**config.mk**
```make
export PLATFORM = sky130hd
export DESIGN_NAME = serializer_flat
export DESIGN_NICKNAME = d
export VERILOG_FILES = /design/src/rtl/serdes_pkg.sv /design/src/rtl/serializer_if.sv /design/src/rtl/serializer.sv /design/src/flat_wrapper.sv
export SDC_FILE = /design/constraint.sdc
export NUM_CORES = 1
export LEC_CHECK = 0
export BUFFER_PORTS_ARGS = -buffer_cell sky130_fd_sc_hd__buf_2
export CORE_MARGIN = 3
export CORE_UTILIZATION = 45
export CTS_BUF_LIST = sky130_fd_sc_hd__clkbuf_8
export CTS_CLUSTER_SIZE = 16
export DETAILED_ROUTE_END_ITERATION = 6
export PLACE_DENSITY = 0.62
export SLEW_MARGIN = 20
export SYNTH_ARGS = -nofsm -noshare
export SYNTH_HDL_FRONTEND = slang
export SYNTH_SLANG_ARGS = --single-unit
```
**constraint.sdc**
```tcl
create_clock -name clk -period 2.5 [get_ports clk]
set_input_delay 0.5 -clock clk [delete_from_list [all_inputs] [get_ports clk]]
set_output_delay 0.5 -clock clk [all_outputs]
set_load 0.05 [all_outputs]
```
**src/rtl/serdes_pkg.sv**
```systemverilog
// Shared definitions for the serializer/deserializer pair.
package serdes_pkg;
    localparam bit LSW_FIRST = 1'b1;
    localparam bit MSW_FIRST = 1'b0;

    // Number of narrow words needed to carry 'total' bits at 'width' bits each.
    function automatic int words_for(int width, int total);
        return (total + width - 1) / width;
    endfunction
endpackage

```
**src/rtl/serializer_if.sv**
```systemverilog
// Wide-word input and narrow-word output streams of the serializer.
interface serializer_if #(
    parameter int WIDTH     = 8,
    parameter int NUM_WORDS = 4
);
    logic [NUM_WORDS*WIDTH-1:0] i_data;
    logic                       i_dv;
    logic                       o_ready;
    logic [WIDTH-1:0]           o_data;
    logic                       o_dv;
    logic                       o_last;
    logic                       i_ready;

    modport slave  (input  i_data, i_dv, i_ready, output o_ready, o_data, o_dv, o_last);
    modport master (output i_data, i_dv, i_ready, input  o_ready, o_data, o_dv, o_last);
endinterface

```
**src/rtl/serializer.sv**
```systemverilog
// Wide-to-narrow stream converter with a one-entry holding buffer so that
// consecutive wide words stream out without idle cycles.
module serializer
    import serdes_pkg::*;
#(
    parameter int WIDTH         = 8,
    parameter int NUM_WORDS     = 4,
    parameter bit LITTLE_ENDIAN = LSW_FIRST
) (
    input logic        clk,
    input logic        i_reset,
    serializer_if.slave bus
);
    localparam int TW = NUM_WORDS * WIDTH;
    localparam int CW = (NUM_WORDS > 1) ? $clog2(NUM_WORDS) : 1;
    localparam logic [CW-1:0] LAST = CW'(NUM_WORDS - 1);

    if (NUM_WORDS < 2) begin : g_bad_num_words
        $error("serializer: NUM_WORDS must be >= 2");
    end

    logic [TW-1:0] sh;
    logic [TW-1:0] hold;
    logic [CW-1:0] cnt;
    logic          active;
    logic          hold_v;

    logic acc, xfer, lastx, sh_free;

    assign acc     = bus.i_dv && !hold_v;
    assign xfer    = active && bus.i_ready;
    assign lastx   = xfer && (cnt == LAST);
    assign sh_free = lastx || !active;

    always_ff @(posedge clk) begin
        if (i_reset) begin
            sh     <= '0;
            hold   <= '0;
            cnt    <= '0;
            active <= 1'b0;
            hold_v <= 1'b0;
        end else if (xfer && !lastx) begin
            sh  <= LITTLE_ENDIAN ? (sh >> WIDTH) : (sh << WIDTH);
            cnt <= cnt + 1'b1;
            if (acc) begin
                hold   <= bus.i_data;
                hold_v <= 1'b1;
            end
        end else if (sh_free) begin
            cnt <= '0;
            if (hold_v) begin
                // o_ready is low here, so no new word can arrive this cycle
                sh     <= hold;
                hold_v <= 1'b0;
                active <= 1'b1;
            end else if (acc) begin
                sh     <= bus.i_data;
                active <= 1'b1;
            end else begin
                active <= 1'b0;
            end
        end else if (acc) begin
            hold   <= bus.i_data;
            hold_v <= 1'b1;
        end
    end

    assign bus.o_ready = !hold_v;
    assign bus.o_dv    = active;
    assign bus.o_last  = active && (cnt == LAST);
    assign bus.o_data  = LITTLE_ENDIAN ? sh[WIDTH-1:0] : sh[TW-1 -: WIDTH];
endmodule

```
**src/flat_wrapper.sv**
```systemverilog
// flat-port wrapper written by rule: the top's interface ports become plain ports
module serializer_flat import serdes_pkg::*;
#(
    parameter int WIDTH         = 8,
    parameter int NUM_WORDS     = 4,
    parameter bit LITTLE_ENDIAN = LSW_FIRST
)
  (clk, i_reset, bus_i_data, bus_i_dv, bus_i_ready, bus_o_ready, bus_o_data, bus_o_dv, bus_o_last);
  serializer_if #(.WIDTH(WIDTH), .NUM_WORDS(NUM_WORDS)) bus_i ();
  input logic clk;
  input logic i_reset;
  input wire logic [$bits(bus_i.i_data)-1:0] bus_i_data;
  input wire logic [$bits(bus_i.i_dv)-1:0] bus_i_dv;
  input wire logic [$bits(bus_i.i_ready)-1:0] bus_i_ready;
  output wire logic [$bits(bus_i.o_ready)-1:0] bus_o_ready;
  output wire logic [$bits(bus_i.o_data)-1:0] bus_o_data;
  output wire logic [$bits(bus_i.o_dv)-1:0] bus_o_dv;
  output wire logic [$bits(bus_i.o_last)-1:0] bus_o_last;
  assign bus_i.i_data = bus_i_data;
  assign bus_i.i_dv = bus_i_dv;
  assign bus_i.i_ready = bus_i_ready;
  assign bus_o_ready = bus_i.o_ready;
  assign bus_o_data = bus_i.o_data;
  assign bus_o_dv = bus_i.o_dv;
  assign bus_o_last = bus_i.o_last;
  serializer #(.WIDTH(WIDTH), .NUM_WORDS(NUM_WORDS), .LITTLE_ENDIAN(LITTLE_ENDIAN)) u_core (.clk(clk), .i_reset(i_reset), .bus(bus_i));
endmodule
```
==> Word-level counts from Yosys, hierarchy flattened <==
Index checks and enable logic that the tools add are counted.
{ "classes": {"add_sub_neg": 1, "eq_ne": 2, "mux": 14, "n_bitwise": 1, "n_reduce_logical": 16} }
{ "ops": {"columns": ["cell", "count"], "rows": [
  ["two-way mux 32 bit", 5],
  ["two-way mux 24 bit", 2],
  ["AND reduction 2 bit", 3],
  ["logical AND 1 bit", 5],
  ["two-way mux 1 bit", 5],
  ["two-way mux 2 bit", 2],
  ["nonzero test 2 bit", 2],
  ["logical NOT 1 bit", 3],
  ["nonzero test 3 bit", 1],
  ["adder 2 x 1 -> 2 bit, second input constant", 1],
  ["== test 2 bit, second input constant", 1],
  ["!= test 2 bit, second input constant", 1],
  ["OR reduction 2 bit", 1],
  ["logical OR 1 bit", 1],
  ["inverter 1 bit", 1]
]} }
{ "totals": {"ff_bits": 68, "input_bits": 36, "out_inout_bits": 11, "elab_cells": 40} }

==> Longest topological paths before layout <==
Gate-level depths: netlist (run 1).
{ "logic_depth": {"depth_word": 6, "mapped_depth": 7, "mapped_depth_nobuf": 5} }

==> Worst setup path before layout (run 1) <==
No wires, ideal clock.
{ "synth_timing": {"path_type": "reg2out", "start": "register u_core.active (netlist: u_core.bus.o_dv)", "end": "output port bus_o_last", "arrival_time_ns": 1.316, "required_time_ns": 2.000, "path_slack_ns": 0.684, "path_stages_with_launch": 3, "n_path_buf": 1, "path_cell_list": "dfxtp_1 buf_4 and2_1"} }
{ "synth_via": {"elab_chain_cells": 1} }
{ "synth_lines": {"columns": ["element", "line_no", "rtl"], "rows": [
  ["start: declaration", "serializer.sv:25", "logic active;"],
  ["start signal: assignment", "serializer.sv:40", "active <= 1'b0;"],
  ["start signal: assignment", "serializer.sv:55", "active <= 1'b1;"],
  ["start signal: assignment", "serializer.sv:58", "active <= 1'b1;"],
  ["logical AND 1 bit", "serializer.sv:70", "assign bus.o_last = active && (cnt == LAST);"],
  ["end: declaration", "flat_wrapper.sv:18", "output wire logic [$bits(bus_i.o_last)-1:0] bus_o_last;"]
]} }
Every way passes these cells.

==> Worst setup path in the final report (run 1) <==
Same ends and word-level chain as after synthesis.

==> results of run 1 <==
## cell usage in the layout, fill, tap and decap left out, types with 2 or more instances in the layout
master and n:
clkbuf_8 9, buf_4 6, dfxtp_1 67, o21ai_1 3
a21oi_1 35, nor2_1 9, nor2_4 2, o21ai_0 21
buf_2 46, mux2i_1 32, nand2b_2 2, clkinvlp_4 2
a211oi_2 2, o2bb2ai_1 4, o2bb2ai_2 20, a211oi_1 6
clkinv_2 3, nand2_1 90, inv_2 2
## sequential cells by signal, indices dropped and copies added (netlist names)
name / cells
u_core.hold: 32
u_core.sh: 32
u_core.cnt: 2
u_core.bus.o_dv: 1
u_core.hold_v: 1
## critical path, delay by kind of cell (launching register included)
kind | cells | cell delay [ns]
and+or+nand+nor | 1 | 0.19
buffers and inverters | 1 | 0.26
DFF | 1 | 0.60
## metal layers
layer | up-vias | wire length (um)
met5 | - | 0
met3 | 7 | 325
met2 | 58 | 2977
li1 | 1236 | -
met1 | 1099 | 3334
met4 | 0 | 88
## cell type report
type / instances / area share (%)
clock inverter: 6 / 0.9712
timing repair buffer: 52 / 7.914
clock buffer: 9 / 3.561
sequential: 68 / 39.17
multi-input combinational: 239 / 44.71
tap: 96 / 3.453
inverter: 2 / 0.2158
## cells by family after synthesis
family,after synthesis
flip-flops,68
AO/OA/AOI/OAI,93
adder cells (fa/ha/maj),1
AND/OR/NAND/NOR,113
buffers and inverters,38
multiplexers,32
## power breakdown
group	leakage (nW)	total, mW	switching [mW]	internal, mW
logic	0.688	0.370	0.238	0.132
clock network	0.0821	0.760	0.415	0.345
registers	0.558	1.21	0.0504	1.16
## how the worst max path moves through the flow
stage | from | endpoint | slack, ns | depth (start not counted)
6_report | u_core.bus.o_dv$_SDFFE_PP0P_ | bus_o_last | 0.61 | 2
5_1_grt | u_core.cnt[0]$_SDFFE_PP0P_ | u_core.sh[26]$_SDFFE_PP0P_ | 0.44 | 5
4_1_cts | u_core.bus.o_dv$_SDFFE_PP0P_ | bus_o_last | 0.59 | 2
3_5_place_dp | bus_i_dv | u_core.sh[2]$_SDFFE_PP0P_ | 0.70 | 5
3_3_place_gp | i_reset | u_core.sh[26]$_SDFFE_PP0P_ | 0.73 | 4
2_1_floorplan | u_core.bus.o_dv$_SDFFE_PP0P_ | bus_o_last | 0.68 | 2
==> flow_metrics.tcl, run 1 <==
set metrics [dict create \
    path_cells "and2_1 > buf_2" \
    clk_path_buf_depth 2 \
    syn-instance-count 345 \
    r2r-end "u_core.sh[2]$_SDFFE_PP0P_" \
    die_w_um 90.52 \
    root_buffer "clkbuf_8" \
    wl_mm 6.725 \
    via_per_inst 5.085 \
    max_stage_delay_ns 0.60 \
    clk_pin_slew_ns 0.08 \
    post-dp-hpwl_mm 4.299 \
    core_um2 6869 \
    grt_pass1_wl_mm 11.23 \
    worstHoldStart "bus_i_data[11]" \
    dr.pass1.iters 4 \
    seq_area_frac_synth_pct 42.35 \
    drive_gt1_share_pct 26.33 \
    worst_pin_slew_ns 0.7841 \
    num_vias 2400 \
    dp.cells 457 \
    clock-sinks 68 \
    async_flop_share_pct 0 \
    p_per_area_nw_per_um2 672.3 \
    min_path_cells 3 \
    area_delta_synth_final_pct 8.213 \
    yosys_warnings 0 \
    cp-start-kind "flip-flop" \
    fin_cells 472 \
    die_y_um 90.52 \
    fin_ws_ns 0.6123 \
    die-area_um2 8193 \
    multi_input_area_um2 1555 \
    antenna_found_initial 0 \
    cts.repair.resized 0 \
    grt_max_degree 50 \
    hold_ws_ns 0.3936 \
    syn_nets 382 \
    placementRows 30 \
    setup-violations-final 0 \
    ios 47 \
    synth.most_common_cell "nand2_1" \
    cp_data_arrival_time_ns 1.39 \
    fmax_mhz 529.7 \
    ff_latch_area_um2 1363 \
    gr-total-overflow 0 \
    synth.top_cells.by_count "nand2_1 (90), dfxtp_1 (68), a21oi_1 (35)" \
    synth_fa_ha_area_share_pct 0.3893 \
    crit_slowest_cell "dfxtp_1" \
    maxCapViolations 0 \
    port-buffer-count 46 \
    ant_nets 0 \
    outcome "completed" \
    yosys.area.top_type "dfxtp_1" \
    min_to "u_core.hold[11]$_SDFFE_PP0P_" \
    cts_tree "yes" \
    num-nets-final 409 \
    hold_path.class "primary input to flip-flop" \
    peakVddDrop_uv 332.8 \
    fillers 677 \
    post-route-period-util_pct 75.51 \
    slew_headroom_pct 47.60 \
    synthFlopType "dfxtp_1" \
    clock_latency_ns 0.35 \
    cts_inserted_buffers 9 \
    drv_slew 0 \
    grtUsageMet1_pct 24.24 \
    grt_usage_pct 17.21 \
    cp.required_ns 2.00 \
    synth_compound_area_share_pct 22.97 \
    p_leak_nw 1.328 \
    synth_area_per_cell_um2 9.317 \
    cts_hold_buf 0 \
    crit_fanout 10 \
    postCtsSetupBuffers 0 \
    mappedNetlistArea_um2 3214 \
    h-tree-depth 3 \
    reg2reg_depth 5 \
    synthMuxAreaShare_pct 9.965 \
    placed_area_um2 3321 \
    synthTopCellsByArea "dfxtp_1 (42%), nand2_1 (11%), mux2i_1 (10%)" \
    clock_skew_ns 0.009814 \
    synth_top_area_share_pct 42.35 \
    gr-usage-met2_pct 25.08 \
    synth_edf_count 0 \
    antenna_cells 0 \
    drtIter0Drc 111 \
    finalCriticalPeriod_ns 1.888 \
    endpoint_kind "output port" \
    synth_xor_area_share_pct 0 \
    synth-simple-area-share_pct 15.06 \
    initial_core_util_pct 46.79 \
    first_global_vias 2226 \
    synthDistinctLibCells 33 \
    synth_top_family_by_area "compound AO/OA/AOI/OAI gates" \
    use_met3_pct 3.333 \
    final_cell_area_um2 3478 \
    wire_per_inst_um 14.25 \
    rsz0062_at_grt "no" \
    finalSetupTns_ns 0 \
    hold_viol 0 \
    fin_util_pct 50.64 \
    gp_congestion 0.7118 \
    drc 0 \
    ys_seq_elements 68 \
    dpl_worst_slack_ns 0.7003 \
    r2r_slack_ns 0.68 \
    timing.rr.start "u_core.cnt[0]$_SDFFE_PP0P_" \
    critPathKind "flip-flop to output port" \
    p_total_mw 2.338 \
    busiest_layer "met2" \
]
Note: power is estimated with default switching activity, not from simulation.
==> run 2: changes to the inputs <==
--- a/config.mk
+++ b/config.mk
@@ -11,7 +11,7 @@
 export CTS_BUF_LIST = sky130_fd_sc_hd__clkbuf_8
 export CTS_CLUSTER_SIZE = 16
 export DETAILED_ROUTE_END_ITERATION = 6
-export PLACE_DENSITY = 0.62
+export PLACE_DENSITY = 0.65
 export SLEW_MARGIN = 20
 export SYNTH_ARGS = -nofsm -noshare
 export SYNTH_HDL_FRONTEND = slang
==> constraint.sdc (replaced) <==
create_clock -name clk -period 1.5 [get_ports clk]
set_input_delay 0.3 -clock clk [delete_from_list [all_inputs] [get_ports clk]]
set_output_delay 0.3 -clock clk [all_outputs]
set_load 0.05 [all_outputs]
==> run 2 against run 1 <==
Compared with the run above: the run now ends with negative setup slack left; worst hold slack got worse by 0.18 ns; worst setup slack got worse by 0.65 ns; sequential share of layout area fell by 2.1 points; count of clock-buffer cells in the layout increased by 1; sequential cell count unchanged; via count rose by 2.1%; final cell count rose by 1.9%; clock skew shrank 0.0019 ns; die area unchanged.
==> flow_metrics.tcl, run 2 (synthesized netlist as in run 1, its figures left out) <==
set metrics [dict create \
    violations "negative setup slack" \
    fillers 648 \
    min_path_cells 3 \
    grt_max_degree 50 \
    layout_commonest_cell "nand2_1" \
    antenna_cells 0 \
    cp_data_arrival_time_ns 1.24 \
    cts_tree "yes" \
    port-buffer-count 46 \
    dpl_worst_slack_ns -0.07400 \
    setup-violations-final 1 \
    wire_per_inst_um 13.88 \
    h-tree-depth 3 \
    worstHoldStart "bus_i_data[11]" \
    finalCriticalPeriod_ns 1.541 \
    clk_pin_slew_ns 0.07 \
    die_y_um 90.52 \
    placementRows 30 \
    placed_area_um2 3450 \
    final_cell_area_um2 3689 \
    slew_headroom_pct 78.70 \
    worst_pin_slew_ns 0.3162 \
    clock_latency_ns 0.33 \
    rsz0062_at_grt "yes" \
    ant_nets 0 \
    outcome "complete, but fails checks" \
    top_layer "met4" \
    hold_path.class "primary input to flip-flop" \
    critPathKind "flip-flop to output port" \
    first_global_vias 2336 \
    finalSetupTns_ns -0.04142 \
    timing.rr.start "u_core.cnt[1]$_SDFFE_PP0P_" \
    fin_ws_ns -0.04142 \
    wl_mm 6.675 \
    cp.required_ns 1.20 \
    gp_congestion 0.7271 \
    reg_top3 "u_core.hold: 32 flops, u_core.sh: 32 flops, u_core.cnt: 2 flops" \
    core_um2 6869 \
    clock-sinks 68 \
    cts_inserted_buffers 9 \
    reg2reg_depth 7 \
    gr-total-overflow 0 \
    layout_common_cells "nand2_1 (90), dfxtp_1 (64), buf_2 (45), a21oi_1 (35), mux2i_1 (32)" \
    clk_path_buf_depth 2 \
    area_delta_synth_final_pct 14.75 \
    drtIter0Drc 84 \
    num-nets-final 417 \
    drv_slew 0 \
    endpoint_kind "output port" \
    grt_pass1_wl_mm 11.36 \
    drc 0 \
    peakVddDrop_uv 468.6 \
    ios 47 \
    wl_met2_mm 3.120 \
    min_to "u_core.hold[11]$_SDFFE_PP0P_" \
    maxCapViolations 0 \
    fmax_mhz 648.8 \
    p_per_area_nw_per_um2 1084 \
    crit_fanout 4 \
    grt_usage_pct 17.07 \
    hold_viol 0 \
    p_total_mw 3.997 \
    dr.pass1.iters 6 \
    root_buffer "clkbuf_8" \
    p_leak_nw 1.415 \
    die-area_um2 8193 \
    hold_ws_ns 0.2106 \
    r2r-end "u_core.sh[31]$_SDFFE_PP0P_" \
    cp-start-kind "flip-flop" \
    via_per_inst 5.094 \
    r2r_slack_ns 0.06 \
    post-dp-hpwl_mm 4.406 \
    die_w_um 90.52 \
    initial_core_util_pct 46.79 \
    clock_skew_ns 0.007870 \
    antenna_found_initial 0 \
    drive_gt1_share_pct 29.61 \
    num_vias 2450 \
    cts_hold_buf 0 \
    post-route-period-util_pct 102.8 \
    met3_length_um 242 \
    wl_met1_mm 3.261 \
]
run 2: how the worst max path moves through the flow:
stage               depth (start not counted)                         start                         end
floorplan                                   7  u_core.bus.o_dv$_SDFFE_PP0P_  u_core.sh[10]$_SDFFE_PP0P_
global placement                            6    u_core.cnt[0]$_SDFFE_PP0P_  u_core.sh[17]$_SDFFE_PP0P_
detailed placement                          6    u_core.cnt[0]$_SDFFE_PP0P_  u_core.sh[17]$_SDFFE_PP0P_
CTS                                         4    u_core.cnt[0]$_SDFFE_PP0P_                  bus_o_last
global route                                4    u_core.cnt[1]$_SDFFE_PP0P_                  bus_o_last
finish                                      4    u_core.cnt[1]$_SDFFE_PP0P_                  bus_o_last
run 2: layout make-up:
class | instances | area, um2 | share of cell area [%]
clock buffers | 10 | 137.6 | 3.731
flip-flops and latches | 68 | 1366 | 37.04
well taps | 96 | 120.1 | 3.256
repair buffers | 60 | 449.2 | 12.18
clock inverters | 6 | 32.53 | 0.8820
multi-input cells | 239 | 1575 | 42.71
inverters | 2 | 7.507 | 0.2035
run 2: timing repair:
action,in CTS,in global routing
buffers inserted,1,0
gates cloned,0,0
setup endpoints to repair,33,41
gates resized for setup,11,8
pin swaps,0,1
run 2: through the flow:
stage	std cells	util [%]
floorplan	345	-
detailed placement	464	50.22
global placement	464	50.22
global route	481	53.70
finish	481	53.70
CTS	481	53.32
run 2: where the power goes:
part | switching (mW) | internal [mW] | total, mW
Clock | 0.672 | 0.627 | 1.30
Sequential | 0.0843 | 1.93 | 2.01
Combinational | 0.408 | 0.274 | 0.683
Total | 1.16 | 2.83 | 4.00
run 2: critical path: stages (launching register included):
cell and delay [ns]:
dfxtp_2 0.34, ha_4 0.16, buf_6 0.12, and2_4 0.15, buf_8 0.14
run 2: metal layers:
metal / track usage (%) / up-vias
li1: - / 1250
met1: 22.78 / 1147
met2: 26.99 / 49
met3: 3.417 / 4
met4: 6.888 / 0
met5: 0 / -
==> run 3: changes to the inputs <==
--- a/config.mk
+++ b/config.mk
@@ -5,13 +5,14 @@
 export SDC_FILE = /design/constraint.sdc
 export NUM_CORES = 1
 export LEC_CHECK = 0
+export ABC_AREA = 1
 export BUFFER_PORTS_ARGS = -buffer_cell sky130_fd_sc_hd__buf_2
 export CORE_MARGIN = 3
-export CORE_UTILIZATION = 45
+export CORE_UTILIZATION = 41
 export CTS_BUF_LIST = sky130_fd_sc_hd__clkbuf_8
 export CTS_CLUSTER_SIZE = 16
 export DETAILED_ROUTE_END_ITERATION = 6
-export PLACE_DENSITY = 0.65
+export PLACE_DENSITY = 0.6
 export SLEW_MARGIN = 20
 export SYNTH_ARGS = -nofsm -noshare
 export SYNTH_HDL_FRONTEND = slang
==> run 3 against run 2 <==
Compared with the run above: the run now ends clean; design area grew 11%; worst hold slack lost 0.029 ns; synthesized area grew 4.6%; via count grew 36%; total power grew 10%; first-iteration DRC count grew 93%; worst setup slack gained 0.071 ns; sequential cell count is the same; synthesized cell count grew 52%; clock skew grew 0.0019 ns; final cell count grew 41%; global-route usage grew 2.6 points; critical path type unchanged; critical endpoint unchanged; largest power group unchanged; highest routed layer unchanged.
==> flow_metrics.tcl, run 3 <==
set metrics [dict create \
    cts_tree "yes" \
    r2r_slack_ns 0.09 \
    drive_gt1_share_pct 18.61 \
    ios 47 \
    area_delta_synth_final_pct 21.51 \
    fmax_mhz 679.9 \
    p_per_area_nw_per_um2 1077 \
    drtIter0Drc 162 \
    slew_headroom_pct 59.73 \
    clock_skew_ns 0.009782 \
    clk_path_buf_depth 2 \
    reg_top3 "u_core.hold: 32 flops, u_core.sh: 32 flops, u_core.cnt: 2 flops" \
    synth.top_cells.by_count "nand2_1 (152), nor2_1 (83), dfxtp_1 (68)" \
    grt_usage_pct 19.72 \
    num-nets-final 607 \
    synth_edf_count 0 \
    drv_slew 0 \
    via_per_inst 4.923 \
    num_vias 3333 \
    gp_congestion 0.8439 \
    finalCriticalPeriod_ns 1.471 \
    p_total_mw 4.399 \
    gr-total-overflow 0 \
    finalSetupTns_ns 0 \
    first_global_vias 2973 \
    core_um2 7848 \
    cts_inserted_buffers 9 \
    cp.required_ns 1.20 \
    setup-violations-final 0 \
    top_layer "met4" \
    crit_fanout 3 \
    initial_core_util_pct 42.84 \
    maxCapViolations 0 \
    grt_max_degree 33 \
    async_flop_share_pct 0 \
    post-dp-hpwl_mm 5.891 \
    clock_latency_ns 0.35 \
    clock-sinks 68 \
    dr.pass1.iters 7 \
    port-buffer-count 46 \
    antenna_found_initial 0 \
    layout_commonest_cell "nand2_1" \
    synthTopCellsByArea "dfxtp_1 (40%), nand2_1 (17%), nor2_1 (9.3%)" \
    root_buffer "clkbuf_8" \
    cp_data_arrival_time_ns 1.17 \
    fillers 820 \
    wl_mm 8.935 \
    hold_path.class "primary input to flip-flop" \
    mappedNetlistArea_um2 3362 \
    wl_met2_mm 4.349 \
    placementRows 32 \
    wire_per_inst_um 13.20 \
    max_stage_delay_ns 0.34 \
    yosys.area.top_type "dfxtp_1" \
    ant_nets 0 \
    rsz0062_at_grt "yes" \
    antenna_cells 0 \
    ys_seq_elements 68 \
    cp-start-kind "flip-flop" \
    die_w_um 96.56 \
    synth_area_per_cell_um2 6.404 \
    yosys_warnings 0 \
    synth.most_common_cell "nand2_1" \
    synthFlopType "dfxtp_1" \
    post-route-period-util_pct 98.05 \
    dpl_worst_slack_ns -0.06488 \
    layout_common_cells "nand2_1 (151), nor2_1 (83), dfxtp_1 (64), inv_1 (51), buf_2 (43)" \
    peakVddDrop_uv 541.4 \
    hold_ws_ns 0.1816 \
    hold_viol 0 \
    crit_slowest_cell "dfxtp_2" \
    p_leak_nw 2.118 \
    path_cells "ha_4 > nand2_2 > clkinvlp_4 > buf_8" \
    synth_top_area_share_pct 40.49 \
    endpoint_kind "output port" \
    clk_pin_slew_ns 0.08 \
    grt_pass1_wl_mm 13.99 \
    die-area_um2 9323 \
    syn-instance-count 525 \
    seq_area_frac_synth_pct 40.49 \
    synthDistinctLibCells 19 \
    syn_nets 562 \
    h-tree-depth 3 \
    met3_length_um 485 \
    wl_met1_mm 3.973 \
    outcome "completed" \
    fin_ws_ns 0.02924 \
    drc 0 \
    worst_pin_slew_ns 0.6001 \
    critPathKind "flip-flop to output port" \
    die_y_um 96.56 \
]
[run 3: worst max-delay path, delay by kind of cell (launching register included)]
family	cells	cell delay (ns)
buffers and inverters	2	0.24
DFF	1	0.34
adders and majority gates	1	0.17
and+or+nand+nor	1	0.09
[run 3: timing repair]
action | CTS | global route
gates resized for setup | 17 | 10
pin swaps | 2 | 0
setup buffers | 0 | 1
endpoints found under the hold margin | 0 | 0
hold buffers | 0 | 0
endpoints found under the setup margin | 35 | 47
cloned | 0 | 3
[run 3: kinds of logic after synthesis]
kind of cell / Yosys count / synth area share, %
AND/OR/NAND/NOR: 289 / 35.76
buffers and inverters: 97 / 12.73
AO/OA/AOI/OAI: 70 / 10.64
flip-flops: 68 / 40.49
adder cells (fa/ha/maj): 1 / 0.3721
[run 3: cell type report]
class | instances | area [um2] | share of cell area, %
Multi-Input combinational cell | 360 | 1593 | 38.99
Tap cell | 102 | 127.6 | 3.124
Timing Repair Buffer | 75 | 570.5 | 13.97
Clock inverter | 6 | 63.81 | 1.562
Clock buffer | 10 | 137.6 | 3.369
Sequential cell | 68 | 1369 | 33.51
Inverter | 56 | 224.0 | 5.482
[run 3: power by group]
group / total [mW] / switching (mW) / internal, mW
Clock: 1.54 / 0.729 / 0.809
Combinational: 0.821 / 0.517 / 0.304
Sequential: 2.04 / 0.0833 / 1.96
[run 3: path summary, 6_finish.rpt]
check	start	end	depth (start not counted)
max	u_core.cnt[1]$_SDFFE_PP0P_	bus_o_last	4
min	bus_i_data[28]	u_core.hold[28]$_SDFFE_PP0P_	3
max reg2reg	u_core.cnt[1]$_SDFFE_PP0P_	u_core.sh[18]$_SDFFE_PP0P_	10
min reg2reg	u_core.cnt[1]$_SDFFE_PP0P_	u_core.cnt[1]$_SDFFE_PP0P_	2
[run 3: per-layer routing]
layer  global-route usage [%]  vias up
li1                         -     1737
met1                    24.27     1504
met2                    33.39       82
met3                    6.119       10
met4                    5.140        0
met5                        0        -
[run 3: per-stage QoR]
| step | cell area (um2) | util [%] | instances |
|---|---|---|---|
| after floorplan | 3369 | - | 525 |
| after global placement | 3710 | 47.27 | 657 |
| after global routing | 4085 | 52.06 | 677 |
| final | 4085 | 52.06 | 677 |
| after CTS | 3970 | 50.59 | 673 |
| after detailed placement | 3710 | 47.27 | 657 |
